**config.mk**
```make
export PLATFORM = sky130hd
export DESIGN_NAME = vec_mac_engine
export DESIGN_NICKNAME = d
export VERILOG_FILES = /design/src/rtl/vec_mac_pkg.sv /design/src/rtl/vec_mac_lane.sv /design/src/rtl/vec_mac_engine.sv
export SDC_FILE = /design/constraint.sdc
export NUM_CORES = 2
export LEC_CHECK = 0
export ABC_CLOCK_PERIOD_IN_PS = 50400
export CORE_ASPECT_RATIO = 0.9
export CORE_MARGIN = 2
export CORE_UTILIZATION = 35
export DETAILED_ROUTE_END_ITERATION = 16
export DONT_BUFFER_PORTS = 1
export MAX_ROUTING_LAYER = met4
export PLACE_DENSITY = 0.47
export SLEW_MARGIN = 10
export SYNTH_ARGS = -nofsm -noshare
export SYNTH_HDL_FRONTEND = slang
export SYNTH_SLANG_ARGS = --single-unit
```
**constraint.sdc**
```tcl
create_clock -name clk -period 50.4 [get_ports clk]
set_clock_uncertainty 0.05 [all_clocks]
set_input_delay 15.12 -clock clk [delete_from_list [all_inputs] [get_ports clk]]
set_output_delay 15.12 -clock clk [all_outputs]
set_load 0.02 [all_outputs]
```
**src/rtl/vec_mac_pkg.sv**
```systemverilog
// Shared opcodes, FSM encoding and width helpers for the vector MAC engine.
package vec_mac_pkg;

  // Command opcodes
  localparam logic [2:0] OP_WR_W    = 3'b000;
  localparam logic [2:0] OP_WR_A    = 3'b001;
  localparam logic [2:0] OP_BCAST_A = 3'b010;
  localparam logic [2:0] OP_DOT     = 3'b011;
  localparam logic [2:0] OP_DOT_ACC = 3'b100;
  localparam logic [2:0] OP_CLR_ACC = 3'b101;
  localparam logic [2:0] OP_RD_ACC  = 3'b110;
  localparam logic [2:0] OP_ILLEGAL = 3'b111;

  // Engine control states
  typedef enum logic [1:0] {
    IDLE   = 2'd0,
    MUL    = 2'd1,
    SUM    = 2'd2,
    RESULT = 2'd3
  } state_e;

  // Full-precision adder tree output width: one product plus one bit per level
  function automatic int unsigned tree_width(input int unsigned lanes,
                                             input int unsigned data_w);
    return 2 * data_w + $clog2(lanes);
  endfunction

endpackage

```
**src/rtl/vec_mac_lane.sv**
```systemverilog
// One MAC lane: weight/activation row storage and a registered multiplier.
module vec_mac_lane
  import vec_mac_pkg::*;
#(
  parameter  int unsigned DATA_W = 8,
  parameter  int unsigned DEPTH  = 4,
  localparam int unsigned ROW_W  = $clog2(DEPTH),
  localparam int unsigned PROD_W = 2 * DATA_W
) (
  input  logic              clk,
  input  logic              rst,
  input  logic              i_w_we,
  input  logic              i_a_we,
  input  logic [ROW_W-1:0]  i_wr_row,
  input  logic [DATA_W-1:0] i_wr_data,
  input  logic              i_mul_en,
  input  logic [ROW_W-1:0]  i_w_row,
  input  logic [ROW_W-1:0]  i_a_row,
  input  logic              i_signed,
  output logic [PROD_W-1:0] o_prod
);

  logic [DATA_W-1:0] r_w [DEPTH];
  logic [DATA_W-1:0] r_a [DEPTH];
  logic [PROD_W-1:0] r_prod;

  logic [DATA_W-1:0] w_w_sel;
  logic [DATA_W-1:0] w_a_sel;
  logic [PROD_W-1:0] w_w_ext;
  logic [PROD_W-1:0] w_a_ext;
  logic [PROD_W-1:0] w_prod;

  // Row select and operand extension; the low PROD_W bits of the extended
  // product are exact for both signed and unsigned operands
  always_comb begin
    w_w_sel = r_w[i_w_row];
    w_a_sel = r_a[i_a_row];
    w_w_ext = {{DATA_W{i_signed & w_w_sel[DATA_W-1]}}, w_w_sel};
    w_a_ext = {{DATA_W{i_signed & w_a_sel[DATA_W-1]}}, w_a_sel};
    w_prod  = PROD_W'(w_w_ext * w_a_ext);
  end

  // Row storage writes and product register
  always_ff @(posedge clk or posedge rst) begin
    if (rst) begin
      for (int i = 0; i < int'(DEPTH); i++) begin
        r_w[i] <= '0;
        r_a[i] <= '0;
      end
      r_prod <= '0;
    end else begin
      if (i_w_we) r_w[i_wr_row] <= i_wr_data;
      if (i_a_we) r_a[i_wr_row] <= i_wr_data;
      if (i_mul_en) r_prod <= w_prod;
    end
  end

  assign o_prod = r_prod;

endmodule

```
**src/rtl/vec_mac_engine.sv**
```systemverilog
// Multi-lane dot-product engine with accumulator and valid/ready ports.
module vec_mac_engine
  import vec_mac_pkg::*;
#(
  parameter  int unsigned LANES  = 8,
  parameter  int unsigned DATA_W = 8,
  parameter  int unsigned DEPTH  = 4,
  parameter  int unsigned ACC_W  = 24,
  localparam int unsigned LANE_W = $clog2(LANES) + 1,
  localparam int unsigned ROW_W  = $clog2(DEPTH)
) (
  input  logic              clk,
  input  logic              rst,
  input  logic              cmd_valid,
  output logic              cmd_ready,
  input  logic [2:0]        cmd_op,
  input  logic [LANE_W-1:0] cmd_lane,
  input  logic [ROW_W-1:0]  cmd_row,
  input  logic [DATA_W-1:0] cmd_data,
  input  logic              signed_mode,
  output logic              cmd_err,
  output logic              res_valid,
  input  logic              res_ready,
  output logic [ACC_W-1:0]  res_data
);

  localparam int unsigned PROD_W = 2 * DATA_W;
  localparam int unsigned TREE_W = tree_width(LANES, DATA_W);
  localparam int unsigned LVLS   = $clog2(LANES);

  state_e r_state;
  state_e w_next_state;

  logic              r_cmd_ready;
  logic              r_res_valid;
  logic              r_cmd_err;
  logic [ACC_W-1:0]  r_acc;
  logic [ACC_W-1:0]  r_res_data;
  logic [ROW_W-1:0]  r_w_row;
  logic [ROW_W-1:0]  r_a_row;
  logic              r_signed;
  logic              r_acc_mode;
  logic              r_rd_mode;

  logic              w_accept;
  logic              w_lane_ok;
  logic              w_err;
  logic [LANES-1:0]  w_w_we;
  logic [LANES-1:0]  w_a_we;
  logic [LANES-1:0][PROD_W-1:0] w_prod;
  logic [TREE_W-1:0] w_tree;
  logic [ACC_W-1:0]  w_sum_ext;
  logic [ACC_W-1:0]  w_acc_next;

  // Command decode: lane write enables and illegal-command detection
  always_comb begin
    w_accept  = cmd_valid & r_cmd_ready;
    w_lane_ok = (cmd_lane < LANE_W'(LANES));
    w_err     = 1'b0;
    w_w_we    = '0;
    w_a_we    = '0;
    if (w_accept) begin
      case (cmd_op)
        OP_WR_W: begin
          if (w_lane_ok) w_w_we[cmd_lane[LANE_W-2:0]] = 1'b1;
          else           w_err = 1'b1;
        end
        OP_WR_A: begin
          if (w_lane_ok) w_a_we[cmd_lane[LANE_W-2:0]] = 1'b1;
          else           w_err = 1'b1;
        end
        OP_BCAST_A: w_a_we = '1;
        OP_ILLEGAL: w_err  = 1'b1;
        default: ;
      endcase
    end
  end

  // Lane array
  for (genvar g = 0; g < int'(LANES); g++) begin : g_lane
    vec_mac_lane #(
      .DATA_W (DATA_W),
      .DEPTH  (DEPTH)
    ) u_lane (
      .clk       (clk),
      .rst       (rst),
      .i_w_we    (w_w_we[g]),
      .i_a_we    (w_a_we[g]),
      .i_wr_row  (cmd_row),
      .i_wr_data (cmd_data),
      .i_mul_en  (r_state == MUL),
      .i_w_row   (r_w_row),
      .i_a_row   (r_a_row),
      .i_signed  (r_signed),
      .o_prod    (w_prod[g])
    );
  end

  // Pairwise adder tree over registered products, full precision throughout
  always_comb begin : p_tree
    logic [TREE_W-1:0] v_node [LANES];
    for (int i = 0; i < int'(LANES); i++) begin
      v_node[i] = {{LVLS{r_signed & w_prod[i][PROD_W-1]}}, w_prod[i]};
    end
    for (int l = 1; l <= int'(LVLS); l++) begin
      for (int i = 0; i < int'(LANES >> l); i++) begin
        v_node[i] = v_node[2*i] + v_node[2*i+1];
      end
    end
    w_tree = v_node[0];
  end

  // Extend tree sum to accumulator width and form the next accumulator value
  always_comb begin
    w_sum_ext  = r_signed ? ACC_W'($signed(w_tree)) : ACC_W'(w_tree);
    w_acc_next = r_acc_mode ? (r_acc + w_sum_ext) : w_sum_ext;
  end

  // State register
  always_ff @(posedge clk or posedge rst) begin
    if (rst) r_state <= IDLE;
    else     r_state <= w_next_state;
  end

  // Next-state logic; RD_ACC passes through SUM, which loads res_data from acc
  always_comb begin
    w_next_state = r_state;
    case (r_state)
      IDLE: begin
        if (w_accept) begin
          if (cmd_op == OP_DOT || cmd_op == OP_DOT_ACC || cmd_op == OP_RD_ACC) begin
            w_next_state = (cmd_op == OP_RD_ACC) ? SUM : MUL;
          end
        end
      end
      MUL:    w_next_state = SUM;
      SUM:    w_next_state = RESULT;
      RESULT: if (res_ready) w_next_state = IDLE;
      default: w_next_state = IDLE;
    endcase
  end

  // Registered handshake outputs, operand latches, accumulator and result
  always_ff @(posedge clk or posedge rst) begin
    if (rst) begin
      r_cmd_ready <= 1'b1;
      r_res_valid <= 1'b0;
      r_cmd_err   <= 1'b0;
      r_acc       <= '0;
      r_res_data  <= '0;
      r_w_row     <= '0;
      r_a_row     <= '0;
      r_signed    <= 1'b0;
      r_acc_mode  <= 1'b0;
      r_rd_mode   <= 1'b0;
    end else begin
      r_cmd_ready <= (w_next_state == IDLE);
      r_res_valid <= (w_next_state == RESULT);
      r_cmd_err   <= w_err;
      if (w_accept) begin
        case (cmd_op)
          OP_DOT, OP_DOT_ACC: begin
            r_w_row    <= cmd_row;
            r_a_row    <= cmd_data[ROW_W-1:0];
            r_signed   <= signed_mode;
            r_acc_mode <= (cmd_op == OP_DOT_ACC);
            r_rd_mode  <= 1'b0;
          end
          OP_RD_ACC:  r_rd_mode <= 1'b1;
          OP_CLR_ACC: r_acc     <= '0;
          default: ;
        endcase
      end
      if (r_state == SUM) begin
        if (r_rd_mode) begin
          r_res_data <= r_acc;
        end else begin
          r_acc      <= w_acc_next;
          r_res_data <= w_acc_next;
        end
      end
    end
  end

  assign cmd_ready = r_cmd_ready;
  assign res_valid = r_res_valid;
  assign cmd_err   = r_cmd_err;
  assign res_data  = r_res_data;

endmodule

```
==> flow_summary.yaml <==
worst_setup_path:
  required_ns: 50.93
  crit_fanout: 8
  crit_type: "in2reg"
  critPathCaptureType: "flop"
  arrival_ns: 17.74
  ff2ff_path_depth: 22
  r2r-end: "g_lane[0].u_lane.o_prod[15]$_DFFE_PP0N_"
  rrSetupSlack_ns: 42.97
  cp-start-kind: "primary input"
  rr_startpoint: "r_w_row[0]$_DFFE_PP0P_"
clock_tree:
  cts_made_buffers: 84
  hold_buffers: 0
  cts_root_buf: "clkbuf_16"
  clock_latency_ns: 0.71
  cts.sinks: 700
  cts_buffer_depth: 3
  cts_setup_buffers: 0
  clkTransAtPathRegs_ns: 0.05
  cts_resized: 0
  htreeDepth: 3
  cts_tree: "yes"
timing:
  layout_worst_path_cycle_share: 0.341
  slew_viol_final: 0
  fmax_mhz: 58.1
  fin_tns_setup_ns: 0
  setup_viol: 0
  rsz0062_at_grt: "false"
  relSlewSlack: 0.176
  tightest_slew_ns: 1.24
  period_needed_ns: 17.21
  hold_violations: 0
  timing.hold.ws_ns: 0.430
finish:
  syn_to_final_growth_pct: 9.16
  multi_input_area_mm2: 0.0343
  fill_cells: 15500
  final_area_mm2: 0.0605
  register_area_mm2: 0.0175
  layout.nets: 5770
  drive_gt1_frac: 0.172
grt:
  grt_pass1_wl_mm: 227
  grt_use_met2: 0.273
  grt_max_degree: 155
  top_usage_layer: "met1"
  grt_usage: 0.189
  gr-total-overflow: 0
  grt_pass1_vias: 36600
  use_met3: 0.0363
  met1_usage: 0.277
  antenna_found_initial: 5
logic_synthesis:
  seq_area_frac_synth: 0.316
  yosys_warnings: 0
  synthArstFlopShare: 1.00
  synth.avg_cell_area_um2: 11.3
  synth-edff-count: 0
  netlist_area_mm2: 0.0554
  postSynthCellCount: 4903
  ys_ff_latch: 700
  syn_nets: 5841
  synth_cell_types: 81
  synth_ff_type: "dfrtp_1"
placed_design:
  hpwl_mm: 105
  placed_area_mm2: 0.0575
  gp_congestion: 0.820
  io_buffer_count: 0
pwr:
  total_power_mw: 2.70
  ir_drop_mv: 0.0624
  power.leakage_nw: 28.7
  p_per_area_mw_per_mm2: 44.6
floorplanning:
  fp.dieW_um: 423
  core_mm2: 0.157
  die-area_mm2: 0.161
  pin_count: 49
  num_rows: 138
  chipHeight_um: 381
  start_util: 0.352
drt:
  wl_per_cell_um: 20.6
  first_pass_iters: 5
  via_per_inst: 4.92
  antenna_left: 0
  vias: 34400
  drtIter0Drc: 2079
  drt_wl_total_mm: 144
  drc: 0
hold_path:
  hold-path-endpoint: "g_lane[1].u_lane.o_prod[9]$_DFFE_PP0N_"
  hp-start: "g_lane[1].u_lane.o_prod[9]$_DFFE_PP0N_"
  holdPathStages: 2
  hold_path.class: "reg2reg"
job:
  maxCapViolations: 0
status:
  status: "completed"
==> registers in the layout, indices dropped and copies added (netlist names), 2 cells and up <==
signal                count
res_data                 24
r_state                   2
r_a_row                   2
r_w_row                   2
g_lane.u_lane.o_prod    128
r_acc                    24
g_lane.u_lane.r_a       256
g_lane.u_lane.r_w       256
==> cells by family after synthesis <==
kind of cell / count (synthesis) / synth area share
adder cells (fa/ha/maj): 916 / 0.289
multiplexers: 655 / 0.159
XOR/XNOR: 171 / 0.0270
AND/OR/NAND/NOR: 1115 / 0.0978
AO/OA/AOI/OAI: 418 / 0.0464
flip-flops: 700 / 0.316
buffers and inverters: 928 / 0.0641
==> synthesized netlist by cell type (4+ instances only) <==
library cell	number	share of area
a211o_1	9	0.0014
a211oi_2	4	0.00090
a21boi_0	7	0.00095
a21o_1	31	0.0042
a21oi_1	102	0.0092
a31oi_1	6	0.00068
and2_1	249	0.028
and3_1	34	0.0038
buf_1	17	0.0012
buf_2	25	0.0023
clkbuf_1	130	0.0088
dfrtp_1	699	0.32
fa_1	608	0.22
ha_1	308	0.070
inv_1	752	0.051
mux2_2	513	0.10
mux2i_1	11	0.0020
mux4_2	128	0.052
nand2_1	543	0.037
nand2b_1	60	0.0068
nand3_1	54	0.0049
nand3b_1	12	0.0016
nand4b_1	4	0.00063
nor2_1	85	0.0058
nor2b_1	11	0.0012
nor3_1	13	0.0012
nor3b_1	13	0.0018
nor4b_1	5	0.00079
o211ai_1	7	0.00095
o21a_1	10	0.0014
o21ai_0	161	0.015
o21ai_1	7	0.00063
o21bai_1	27	0.0037
o221ai_1	4	0.00063
o22ai_1	6	0.00068
or2_2	5	0.00056
or3_1	4	0.00045
xnor2_1	122	0.019
xor2_1	49	0.0077
==> power breakdown <==
group | leakage (nW) | total [mW] | internal (mW) | switching [mW]
clock network | 1.43 | 0.647 | 0.385 | 0.263
logic | 17.7 | 1.28 | 0.506 | 0.774
registers | 9.54 | 0.769 | 0.662 | 0.107
==> stage by stage <==
step	cells	setup WS (ns)	util
floorplan	4903	15.60	-
global placement	6846	32.41	0.366
detailed placement	6846	32.43	0.366
CTS	6993	33.18	0.385
global route	6993	33.03	0.385
finish	6995	33.19	0.385
==> cell usage in the layout, fill, tap and decap left out, drive strengths merged, types with 6 or more instances in the layout <==
cell    count
inv       756
dfrtp     699
fa        608
nand2     543
mux2      516
ha        308
and2      251
o21ai     169
mux4      128
xnor2     122
clkbuf    108
a21oi     102
nor2       85
nand2b     60
nand3      54
xor2       49
and3       37
a21o       33
o21bai     27
clkinv     21
buf        19
nor3       15
nor3b      13
nand3b     12
mux2i      11
bufinv     11
o21a       11
nor2b      11
a211o       9
a21boi      9
o211ai      8
a211oi      7
a31oi       6
o22ai       6
==> layout make-up <==
cell class,instances,share of cell area
Antenna cell,2,0.0000828
Clock buffer,108,0.0384
Clock inverter,39,0.00996
Inverter,752,0.0468
Multi-Input combinational cell,3275,0.568
Sequential cell,700,0.290
Tap cell,2100,0.0435
Timing Repair Buffer,19,0.00298
==> critical path, stage by stage <==
cell	delay (ns)
and2_1	0.45
nand4b_1	0.66
nor3_1	0.72
nand2_1	0.39
mux2_2	0.38
==> layer usage <==
| metal | share of wire | vias up |
|---|---|---|
| met4 | 0.018 | 0 |
| met2 | 0.43 | 506 |
| met5 | 0 | - |
| li1 | - | 15800 |
| met1 | 0.50 | 18000 |
| met3 | 0.049 | 151 |
==> worst max-delay path by stage <==
stage | slack (ns) | startpoint | cells past startpoint | end
final | 33.19 | cmd_valid | 5 | g_lane[0].u_lane.r_w[20]$_DFFE_PP0P_
after global routing | 33.03 | cmd_valid | 5 | g_lane[0].u_lane.r_w[12]$_DFFE_PP0P_
after CTS | 33.18 | cmd_valid | 5 | g_lane[0].u_lane.r_w[12]$_DFFE_PP0P_
after detailed placement | 32.43 | cmd_valid | 5 | g_lane[0].u_lane.r_w[12]$_DFFE_PP0P_
after global placement | 32.41 | cmd_valid | 5 | g_lane[0].u_lane.r_w[17]$_DFFE_PP0P_
after floorplan | 15.60 | rst | 1 | cmd_err$_DFF_PP0_
(Power assumes the default switching activity.)
